$ cat src/rtl/regfile_dump_pkg.sv
// Shared definitions for the register-file debug dump path and the debug UART framer.
package regfile_dump_pkg;

  localparam int unsigned REG_ADDR_W    = 5;
  localparam int unsigned REG_DATA_W    = 32;
  localparam int unsigned NUM_ARCH_REGS = 32;

  // Dump FSM encoding, shared with the framer so both sides decode the same states.
  typedef logic [1:0] dump_state_t;
  localparam dump_state_t ST_IDLE = 2'd0;
  localparam dump_state_t ST_READ = 2'd1;
  localparam dump_state_t ST_SEND = 2'd2;
  localparam dump_state_t ST_DONE = 2'd3;

  typedef struct packed {
    logic [REG_ADDR_W-1:0] id;
    logic [REG_DATA_W-1:0] data;
    logic                  last;
  } dump_word_t;

endpackage

$ cat src/rtl/regfile_dump.sv
// Walks the register file debug port and streams {index, data} words over valid/ready.
// Read-only observer: one holding stage, no skid buffer, no atomic snapshot.
module regfile_dump
  import regfile_dump_pkg::*;
#(
  parameter int unsigned NUM_REGS  = NUM_ARCH_REGS,
  parameter int unsigned ADDR_W    = REG_ADDR_W,
  parameter int unsigned DATA_W    = REG_DATA_W,
  parameter int unsigned SKIP_ZERO = 0
) (
  input  logic              clock,
  input  logic              reset,
  input  logic              start,
  input  logic              abort,
  output logic [ADDR_W-1:0] reg_out_id,
  input  logic [DATA_W-1:0] reg_out_data,
  output logic              out_valid,
  input  logic              out_ready,
  output logic [ADDR_W-1:0] out_id,
  output logic [DATA_W-1:0] out_data,
  output logic              out_last,
  output logic              busy,
  output logic              done
);

  localparam logic [ADDR_W-1:0] FIRST_IDX = ADDR_W'(SKIP_ZERO != 0 ? 1 : 0);
  localparam logic [ADDR_W-1:0] LAST_IDX  = ADDR_W'(NUM_REGS - 1);

  dump_state_t state;
  dump_state_t state_nxt;
  logic        accept;
  logic        load_first;
  logic        capture;
  logic        advance;
  logic        drop_valid;

  assign accept = out_valid & out_ready;

  // Next state and datapath enables; abort takes priority over acceptance.
  always_comb begin
    state_nxt  = state;
    load_first = 1'b0;
    capture    = 1'b0;
    advance    = 1'b0;
    drop_valid = 1'b0;
    case (state)
      ST_IDLE: begin
        if (start) begin
          state_nxt  = ST_READ;
          load_first = 1'b1;
        end
      end
      ST_READ: begin
        if (abort) begin
          state_nxt = ST_IDLE;
        end else begin
          state_nxt = ST_SEND;
          capture   = 1'b1;
        end
      end
      ST_SEND: begin
        if (abort) begin
          state_nxt  = ST_IDLE;
          drop_valid = 1'b1;
        end else if (accept) begin
          drop_valid = 1'b1;
          if (out_last) begin
            state_nxt = ST_DONE;
          end else begin
            state_nxt = ST_READ;
            advance   = 1'b1;
          end
        end
      end
      ST_DONE: state_nxt = ST_IDLE;
      default: state_nxt = ST_IDLE;
    endcase
  end

  always_ff @(posedge clock or negedge reset) begin
    if (!reset) begin
      state <= ST_IDLE;
    end else begin
      state <= state_nxt;
    end
  end

  // reg_out_id doubles as the walk index, so it holds its last value outside READ.
  always_ff @(posedge clock or negedge reset) begin
    if (!reset) begin
      reg_out_id <= '0;
      out_valid  <= 1'b0;
      out_id     <= '0;
      out_data   <= '0;
      out_last   <= 1'b0;
      busy       <= 1'b0;
      done       <= 1'b0;
    end else begin
      busy <= (state_nxt != ST_IDLE);
      done <= (state_nxt == ST_DONE);
      if (load_first) begin
        reg_out_id <= FIRST_IDX;
      end else if (advance) begin
        reg_out_id <= reg_out_id + ADDR_W'(1);
      end
      if (capture) begin
        out_valid <= 1'b1;
        out_id    <= reg_out_id;
        out_data  <= reg_out_data;
        out_last  <= (reg_out_id == LAST_IDX);
      end else if (drop_valid) begin
        out_valid <= 1'b0;
      end
    end
  end

endmodule

$ cat config.mk
export PLATFORM = sky130hd
export DESIGN_NAME = regfile_dump
export DESIGN_NICKNAME = d
export VERILOG_FILES = /design/src/rtl/regfile_dump_pkg.sv /design/src/rtl/regfile_dump.sv
export SDC_FILE = /design/constraint.sdc
export NUM_CORES = 1
export LEC_CHECK = 0
export ABC_AREA = 1
export ABC_CLOCK_PERIOD_IN_PS = 1800
export BUFFER_PORTS_ARGS = -buffer_cell sky130_fd_sc_hd__buf_4
export CAP_MARGIN = 20
export CORE_MARGIN = 4
export CORE_UTILIZATION = 48
export DETAILED_ROUTE_END_ITERATION = 10
export MAX_ROUTING_LAYER = met4
export PLACE_DENSITY = 0.79
export SYNTH_ARGS = -nofsm -noshare
export SYNTH_HDL_FRONTEND = slang
export SYNTH_SLANG_ARGS = --single-unit
$ cat constraint.sdc
create_clock -name clock -period 1.8 [get_ports clock]
set_clock_uncertainty 0.1 [all_clocks]
set_input_delay 0.18 -clock clock [delete_from_list [all_inputs] [get_ports clock]]
set_output_delay 0.18 -clock clock [all_outputs]
set_load 0.02 [all_outputs]
==> results.py, run 1 <==
metrics = {
    "status": {
        "status": "complete, no violations",
    },
    "sta": {
        "maxSlewHeadroom": 0.6169,
        "worst_slew_pin_slew_ns": 0.5747,
        "setup_ws_ns": 0.3942,
        "tns_ns": 0,
        "post-route-period-util": 0.7810,
        "rsz0062_at_grt": "false",
        "finalSetupViolations": 0,
        "hold_violations": 0,
        "post-route-min-period_ns": 1.406,
        "slew_viol_final": 0,
        "fmax_mhz": 711.3,
    },
    "place": {
        "gp_congestion": 0.7724,
        "dpl.hpwl_microns": 3005,
        "post_dp_cell_area_sq_mm": 0.002710,
        "port_buffers": 82,
        "pre_cts_ws_ns": 0.4037,
    },
    "routing": {
        "first_pass_iters": 4,
        "vias": 1615,
        "drtIter0Drc": 69,
        "wirelength_microns": 4021,
        "via_per_inst": 4.588,
        "drc_errors": 0,
        "avgRoutedWirePerCell_microns": 11.42,
        "ant_nets": 0,
    },
    "logic_synthesis": {
        "async_flop_share": 1.000,
        "yosysTopAreaCell": "dfrtp_1",
        "synth_edf_count": 0,
        "synthAdderAreaFrac": 0.01214,
        "synth-simple-area-share": 0.1664,
        "syn_avg_cell_area_sq_um": 9.496,
        "synthesis.nets": 256,
        "muxShareOfSynthArea": 0,
        "ys_seq_area_frac": 0.5829,
        "ys_seq_elements": 48,
        "synth_area_sq_mm": 0.002061,
        "yosys_warnings": 0,
        "synthTopCellsByArea": "dfrtp_1, nand2_1, inv_1, o21ai_0, o21ai_2",
        "syn_inst": 217,
        "ys_types": 23,
        "ys.flop_type": "dfrtp_1",
        "synth_top_family_by_area": "simple AND/OR/NAND/NOR gates",
        "synth_compound_area_frac": 0.1251,
        "synth_xor_area_frac": 0.004250,
        "synth_top_area_frac": 0.5829,
    },
    "floorplanning": {
        "core_area_sq_mm": 0.004086,
        "rows": 23,
        "initial_core_util": 0.5043,
        "dieArea_sq_mm": 0.005405,
        "die_h_microns": 73.52,
        "top_level_ports": 83,
        "die_x_microns": 73.52,
    },
    "clock_network": {
        "clk_pin_slew_worst_paths_ns": 0.08,
        "holdBufCountCts": 1,
        "cts_buffer_depth": 2,
        "cts_sinks": 48,
        "cts_tree": "built",
        "cts_inserted_buffers": 5,
        "root_buffer": "clkbuf_8",
        "cts_resized": 0,
        "htreeDepth": 2,
        "post_cts_buffers": 0,
        "insertion_delay_ns": 0.29,
    },
    "final_layout": {
        "drive_above_1_share": 0.4007,
        "area_growth_pct": 36.67,
        "post-route-cell-area_sq_mm": 0.002816,
        "final_util": 0.6892,
        "nets": 341,
        "diodes": 0,
    },
    "global_routing": {
        "grt_overflow": 0,
        "grtUsageTotal": 0.1654,
        "grt_pass1_wl_microns": 6658,
        "grt_pass1_vias": 1507,
        "grt_max_degree": 49,
        "antenna_found_initial": 0,
    },
    "critical_path": {
        "worst_ep_arrival_time_ns": 1.48,
        "endpoint_kind": "flop",
        "crit_path_top_delay_cell": "dfrtp_1",
        "path_class": "flop to flop",
        "crit_chain": "inv_2, nand3_4, buf_4, nand2_1, o21ai_0",
        "cp.required_ns": 1.88,
        "crit_path_max_incr_delay_ns": 0.41,
        "cp_max_fo": 30,
        "rr_worst_depth": 5,
        "start_kind": "flop",
        "rrSetupSlack_ns": 0.39,
    },
    "power_and_ir_drop": {
        "power.density_mw_per_mm2": 1474,
        "ir_drop_mv": 0.8861,
        "power.leakage_nw": 1.574,
    },
    "worst_hold_path": {
        "min_delay_path_depth": 3,
        "hp-class": "primary input to flop",
    },
    "run": {
        "cap_violations": 0,
    },
}
-- power breakdown --
group          internal [mW]  total (mW)  switching, mW
registers               1.47        1.72          0.246
logic                  0.769        1.76          0.995
clock network          0.342       0.667          0.325
-- placed cells by master, fill, tap and decap left out --
| cell | n |
|---|---|
| nor2_1 | 5 |
| nand2_2 | 10 |
| nand3_1 | 10 |
| dlygate4sd3_1 | 1 |
| inv_1 | 40 |
| ha_1 | 2 |
| buf_12 | 1 |
| o21ai_1 | 1 |
| o21ai_2 | 12 |
| nand3_2 | 2 |
| clkbuf_8 | 7 |
| dfrtp_1 | 48 |
| a21boi_1 | 1 |
| o21ai_0 | 27 |
| nand3_4 | 1 |
| buf_4 | 84 |
| a21oi_1 | 1 |
| nand2_1 | 43 |
| nand4_1 | 1 |
| xor2_1 | 1 |
| inv_2 | 3 |
| nor2_2 | 1 |
-- path summary, 6_finish.rpt --
path | start | endpoint
min in group asynchronous | reset | out_data[3]
worst min register to register | out_data[13] | out_data[13]
worst max register to register | state[1] | out_data[10]
max in group asynchronous | reset | out_data[25]
worst max-delay path | state[1] | out_data[10]
worst min-delay path | reg_out_data[3] | out_data[3]
-- per-layer routing --
layer	global-route usage	routed length, microns	vias to the layer above
met5	-	0	-
met4	0.06036	46	0
met2	0.2746	2035	48
met3	0.04651	303	4
met1	0.1905	1636	732
li1	-	-	831
-- flip-flops by register name (all words and copies together) (netlist names) --
register and cells:
out_data 32, out_id 5, reg_out_id 5, state 2
busy 1, done 1, out_last 1, out_valid 1
-- cell families after synthesis --
logic type	count (synthesis)
buffers and inverters	51
adders and majority gates	2
xor gates and xnor gates	1
and+or+nand+nor	73
DFF	48
AOI/OAI and AO/OA	42
-- metrics by stage --
step | hold slack (ns) | power [mW] | cells
after global routing | 0.02293 | 4.421 | 352
after CTS | 0.02135 | 4.223 | 352
after floorplan | -0.2156 | 2.712 | 217
final | 0.02928 | 4.150 | 352
after detailed placement | 0.1278 | 3.536 | 344
after global placement | 0.1239 | 3.491 | 344
-- critical path: cells and delay by family, from the launching register on --
kind | cells | cell delay [ns]
compound gates | 1 | 0.07
simple gates | 2 | 0.30
flops | 1 | 0.41
buf+inv | 2 | 0.39
-- synthesized netlist by cell type, types with 2 or more instances --
cell type and instances:
dfrtp_1 48, clkbuf_2 2, o21ai_0 27, o21ai_2 12, inv_1 40, nand2_1 43, inv_2 3, nand3_2 2
ha_1 2, nor2_1 5, nand2_2 10, nand3_1 10, buf_2 3
-- cell type report --
cell class              instances  area [sq um]
fillers                       362          1270
multi-input cells             118         634.4
repair buffers                 86         660.6
well taps                      50         62.56
flip-flops and latches         48          1201
clock buffers                   7         96.34
inverters                      43         161.4
Note: power is estimated with default switching activity, not from simulation.
==> run 2, diff against run 1 <==
--- a/config.mk
+++ b/config.mk
@@ -6,14 +6,14 @@
 export NUM_CORES = 1
 export LEC_CHECK = 0
 export ABC_AREA = 1
-export ABC_CLOCK_PERIOD_IN_PS = 1800
+export ABC_CLOCK_PERIOD_IN_PS = 1200
 export BUFFER_PORTS_ARGS = -buffer_cell sky130_fd_sc_hd__buf_4
 export CAP_MARGIN = 20
 export CORE_MARGIN = 4
-export CORE_UTILIZATION = 48
+export CORE_UTILIZATION = 43
 export DETAILED_ROUTE_END_ITERATION = 10
 export MAX_ROUTING_LAYER = met4
-export PLACE_DENSITY = 0.79
+export PLACE_DENSITY = 0.75
 export SYNTH_ARGS = -nofsm -noshare
 export SYNTH_HDL_FRONTEND = slang
 export SYNTH_SLANG_ARGS = --single-unit
==> constraint.sdc (replaced) <==
create_clock -name clock -period 1.2 [get_ports clock]
set_clock_uncertainty 0.1 [all_clocks]
set_input_delay 0.12 -clock clock [delete_from_list [all_inputs] [get_ports clock]]
set_output_delay 0.12 -clock clock [all_outputs]
set_load 0.02 [all_outputs]
==> results.py, run 2 (synthesized netlist as in run 1, its figures left out) <==
metrics = {
    "clock_network": {
        "htreeDepth": 2,
        "insertion_delay_ns": 0.30,
        "root_buffer": "clkbuf_8",
        "cts_tree": "built",
        "clk_pin_slew_worst_paths_ns": 0.09,
        "cts_buffer_depth": 2,
        "cts_inserted_buffers": 5,
        "cts_sinks": 48,
    },
    "final_layout": {
        "nets": 389,
        "largest_register_ffs": 32,
        "area_growth_pct": 70.55,
        "drive_above_1_share": 0.4701,
        "final_util": 0.7803,
        "layout_common_cells": "buf_4, dfrtp_1, inv_1, dlygate4sd3_1, nand2_1",
        "largest-register": "out_data",
        "diodes": 0,
        "seqCellArea_sq_mm": 0.001204,
        "layout_commonest_cell": "buf_4",
        "multi_input_area_sq_um": 778.2,
        "reg_top3": "out_data x32, out_id x5, reg_out_id x5",
        "fill_cells": 290,
    },
    "sta": {
        "setup_ws_ns": -0.1171,
        "finalSetupViolations": 27,
        "fmax_mhz": 759.3,
        "worst_slew_pin_slew_ns": 0.2589,
        "post-route-min-period_ns": 1.317,
        "hold_violations": 0,
        "rsz0062_at_grt": "true",
        "tns_ns": -0.6180,
        "slew_viol_final": 0,
        "post-route-period-util": 1.098,
        "maxSlewHeadroom": 0.8274,
    },
    "floorplanning": {
        "core_area_sq_mm": 0.004504,
        "top_level_ports": 83,
        "rows": 24,
        "die_h_microns": 77.23,
        "initial_core_util": 0.4575,
        "die_x_microns": 77.23,
        "dieArea_sq_mm": 0.005964,
    },
    "global_routing": {
        "grtUsageTotal": 0.1880,
        "grt_max_degree": 39,
        "antenna_found_initial": 0,
        "grt_overflow": 0,
        "grt_pass1_wl_microns": 8714,
        "grt_pass1_vias": 1862,
    },
    "routing": {
        "via_per_inst": 4.705,
        "drtIter0Drc": 57,
        "avgRoutedWirePerCell_microns": 14.43,
        "vias": 1896,
        "wirelength_microns": 5815,
        "ant_nets": 0,
        "drc_errors": 0,
        "first_pass_iters": 4,
    },
    "critical_path": {
        "path_class": "flop to flop",
        "cp.required_ns": 1.28,
        "start_kind": "flop",
        "worst_ep_arrival_time_ns": 1.40,
        "cp_max_fo": 2,
        "endpoint_kind": "flop",
    },
    "status": {
        "failed_checks": "setup timing",
        "status": "finished with violations",
    },
    "power_and_ir_drop": {
        "power_mw": 6.823,
        "clkPwrFrac": 0.146,
        "pwr-share-seq": 0.386,
        "p_switching_mw": 2.693,
        "ir_drop_mv": 1.393,
        "power.density_mw_per_mm2": 1941,
        "power.leakage_nw": 1.846,
        "combPwrFrac": 0.469,
        "swShare": 0.3947,
        "internal-power_mw": 4.130,
    },
    "place": {
        "dpl.hpwl_microns": 3413,
        "port_buffers": 82,
        "gp_congestion": 0.8237,
        "pre_cts_ws_ns": -0.04848,
    },
    "worst_hold_path": {
        "hp-class": "primary input to flop",
    },
    "run": {
        "cap_violations": 0,
    },
}
==> run 2: per-layer routing <==
metal	vias to the layer above	wire length (microns)	GRT usage
met3	10	234	0.03864
met1	889	2391	0.2211
met2	57	3050	0.3212
met4	0	139	0.06228
li1	940	-	-
met5	-	0	-
==> run 2: final timing paths <==
check	from	endpoint	slack (ns)	depth (start not counted)
setup / recovery	reg_out_id[0]	reg_out_id[4]	-0.12	6
min in group asynchronous	reset	out_data[12]	0.13	2
hold reg to reg	out_data[4]	out_data[4]	0.40	2
setup reg to reg	reg_out_id[0]	reg_out_id[4]	-0.12	6
hold / removal	out_ready	out_valid	0.08	4
max in group asynchronous	reset	out_data[28]	0.40	3
==> run 2: critical path, stage by stage, from the launching register on <==
cell and delay (ns):
dfrtp_2 0.40, ha_4 0.14, nand2_2 0.05, nor2_2 0.10, ha_2 0.27, nand2_1 0.08, nand2_1 0.06
==> run 2: cell type report <==
cell class,count,area share
clock buffers,7,0.02456
inverters,43,0.04592
repair buffers,133,0.3450
well taps,52,0.01851
multi-input cells,119,0.2214
clock inverters,1,0.002136
flip-flops and latches,48,0.3425
==> run 2: timing repair <==
| item | CTS | global route |
|---|---|---|
| hold endpoints to repair | 79 | 1 |
| buffers inserted | 1 | 3 |
| pin swaps | 2 | 7 |
| gates cloned | 0 | 3 |
| resized for setup | 6 | 64 |
| endpoints found under the setup margin | 10 | 41 |
| hold buffers | 32 | 1 |
==> run 2: metrics by stage <==
| stage | instances | area, sq um | hold slack, ns |
|---|---|---|---|
| 5_1_grt | 403 | 3515 | 0.06539 |
| 6_report | 403 | 3515 | 0.07657 |
| 3_3_place_gp | 355 | 2808 | -0.08945 |
| 2_1_floorplan | 217 | 2076 | -0.2756 |
| 3_5_place_dp | 355 | 2808 | -0.08842 |
| 4_1_cts | 396 | 3262 | 0.01479 |
==> run 2: power by group through the flow <==
| stage | Clock [mW] | Sequential (mW) | Combinational [mW] |
|---|---|---|---|
| final | 0.993 | 2.63 | 3.20 |
| after global routing | 1.10 | 2.70 | 3.41 |
| after CTS | 1.02 | 2.57 | 2.86 |
| after detailed placement | 0 | 2.60 | 2.76 |
| after global placement | 0 | 2.57 | 2.70 |
| after floorplan | 0 | 3.31 | 0.765 |
==> run 3, diff against run 2 <==
--- a/config.mk
+++ b/config.mk
@@ -14,6 +14,7 @@
 export DETAILED_ROUTE_END_ITERATION = 10
 export MAX_ROUTING_LAYER = met4
 export PLACE_DENSITY = 0.75
+export SKIP_LAST_GASP = 1
 export SYNTH_ARGS = -nofsm -noshare
 export SYNTH_HDL_FRONTEND = slang
 export SYNTH_SLANG_ARGS = --single-unit
==> results.py, run 3 (synthesized netlist as in run 1, its figures left out) <==
metrics = {
    "status": {
        "status": "finished with violations",
        "failed_checks": "setup timing",
    },
    "final_layout": {
        "area_growth_pct": 66.55,
        "nets": 388,
        "fill_cells": 304,
        "layout_commonest_cell": "buf_4",
        "layout_common_cells": "buf_4, dfrtp_1, inv_1, nand2_1, dlygate4sd3_1",
        "drive_above_1_share": 0.4257,
        "final_util": 0.7619,
        "reg_top3": "out_data x32, out_id x5, reg_out_id x5",
        "seqCellArea_sq_mm": 0.001204,
        "largest-register": "out_data",
        "multi_input_area_sq_um": 718.2,
        "largest_register_ffs": 32,
    },
    "global_routing": {
        "grt_max_degree": 39,
        "grt_overflow": 0,
        "grt_pass1_wl_microns": 8687,
        "grt_pass1_vias": 1854,
        "grtUsageTotal": 0.1875,
        "antenna_found_initial": 0,
    },
    "critical_path": {
        "cp_max_fo": 2,
        "path_class": "flop to flop",
        "cp.required_ns": 1.28,
        "worst_ep_arrival_time_ns": 1.40,
        "endpoint_kind": "flop",
        "start_kind": "flop",
    },
    "sta": {
        "rsz0062_at_grt": "true",
        "fmax_mhz": 758.4,
        "finalSetupViolations": 25,
        "post-route-period-util": 1.099,
        "tns_ns": -0.7489,
        "hold_violations": 0,
        "maxSlewHeadroom": 0.8337,
        "post-route-min-period_ns": 1.319,
        "slew_viol_final": 0,
        "worst_slew_pin_slew_ns": 0.2495,
        "setup_ws_ns": -0.1186,
    },
    "clock_network": {
        "root_buffer": "clkbuf_8",
        "htreeDepth": 2,
        "cts_inserted_buffers": 5,
        "clk_pin_slew_worst_paths_ns": 0.09,
        "insertion_delay_ns": 0.29,
        "cts_buffer_depth": 2,
        "cts_sinks": 48,
        "cts_tree": "built",
    },
    "run": {
        "cap_violations": 0,
    },
    "routing": {
        "wirelength_microns": 5765,
        "first_pass_iters": 4,
        "via_per_inst": 4.697,
        "avgRoutedWirePerCell_microns": 14.31,
        "drtIter0Drc": 71,
        "drc_errors": 0,
        "ant_nets": 0,
        "vias": 1893,
    },
    "power_and_ir_drop": {
        "pwr-share-seq": 0.389,
        "internal-power_mw": 4.066,
        "swShare": 0.3910,
        "combPwrFrac": 0.462,
        "p_switching_mw": 2.611,
        "power_mw": 6.677,
        "ir_drop_mv": 1.365,
        "power.density_mw_per_mm2": 1946,
        "power.leakage_nw": 1.832,
        "clkPwrFrac": 0.149,
    },
    "place": {
        "pre_cts_ws_ns": -0.04848,
        "gp_congestion": 0.8237,
        "port_buffers": 82,
        "dpl.hpwl_microns": 3413,
    },
    "worst_hold_path": {
        "hp-class": "primary input to flop",
    },
    "floorplanning": {
        "die_h_microns": 77.23,
        "top_level_ports": 83,
        "rows": 24,
        "core_area_sq_mm": 0.004504,
        "die_x_microns": 77.23,
        "dieArea_sq_mm": 0.005964,
        "initial_core_util": 0.4575,
    },
}
-- run 3: cell types whose count changed in the layout (fill, tap and decap cells not counted), sizes merged --
cell / before / now
diode: 0 / 1
dlygate4sd3: 33 / 32
-- run 3: metal layers --
metal	wire, microns	part of all wire	global-route usage
met2	3032	0.53	0.3204
met3	237	0.041	0.03864
met5	0	0	-
met4	155	0.027	0.06228
met1	2340	0.41	0.2204
-- run 3: worst paths after layout --
path | end | from | depth (start not counted) | slack (ns)
max | reg_out_id[4] | reg_out_id[0] | 6 | -0.12
min | out_data[19] | reg_out_data[19] | 3 | 0.02
max reg2reg | reg_out_id[4] | reg_out_id[0] | 6 | -0.12
min reg2reg | out_id[0] | out_id[0] | 2 | 0.39
max in group asynchronous | out_data[30] | reset | 3 | 0.41
min in group asynchronous | out_data[12] | reset | 2 | 0.13
-- run 3: worst max-delay path, cell delays in order, from the launching register on --
cell	delay, ns
dfrtp_2	0.39
ha_4	0.14
nand2_2	0.05
nor2_1	0.14
ha_2	0.28
nand2_1	0.06
nand2_1	0.05
-- run 3: per-stage QoR --
step	hold WS, ns	std cells	cell area (sq um)
after detailed placement	-0.08842	355	2808
final	0.02414	403	3432
after floorplan	-0.2756	217	2076
after CTS	0.01479	396	3254
after global placement	-0.08945	355	2808
after global routing	0.03697	402	3430
-- run 3: power groups by stage --
stage / Combinational [mW] / Sequential [mW] / Clock [mW]
2_1_floorplan: 0.765 / 3.31 / 0
3_3_place_gp: 2.70 / 2.57 / 0
3_5_place_dp: 2.76 / 2.60 / 0
4_1_cts: 2.85 / 2.57 / 1.02
5_1_grt: 3.29 / 2.67 / 1.09
6_report: 3.09 / 2.60 / 0.994
-- run 3: timing repair --
action	in CTS	in global routing
pin swaps	2	8
gates resized for setup	4	26
cloned	0	3
setup endpoints to repair	10	41
endpoints found under the hold margin	79	0
hold buffers	32	0
setup buffers	1	3
-- run 3: layout make-up --
| type | instances | share of cell area |
|---|---|---|
| timing repair buffer | 132 | 0.3460 |
| clock buffer | 7 | 0.02515 |
| clock inverter | 1 | 0.002187 |
| antenna | 1 | 0.0007291 |
| inverter | 43 | 0.04703 |
| tap | 52 | 0.01896 |
| multi-input combinational | 119 | 0.2093 |
| sequential | 48 | 0.3507 |
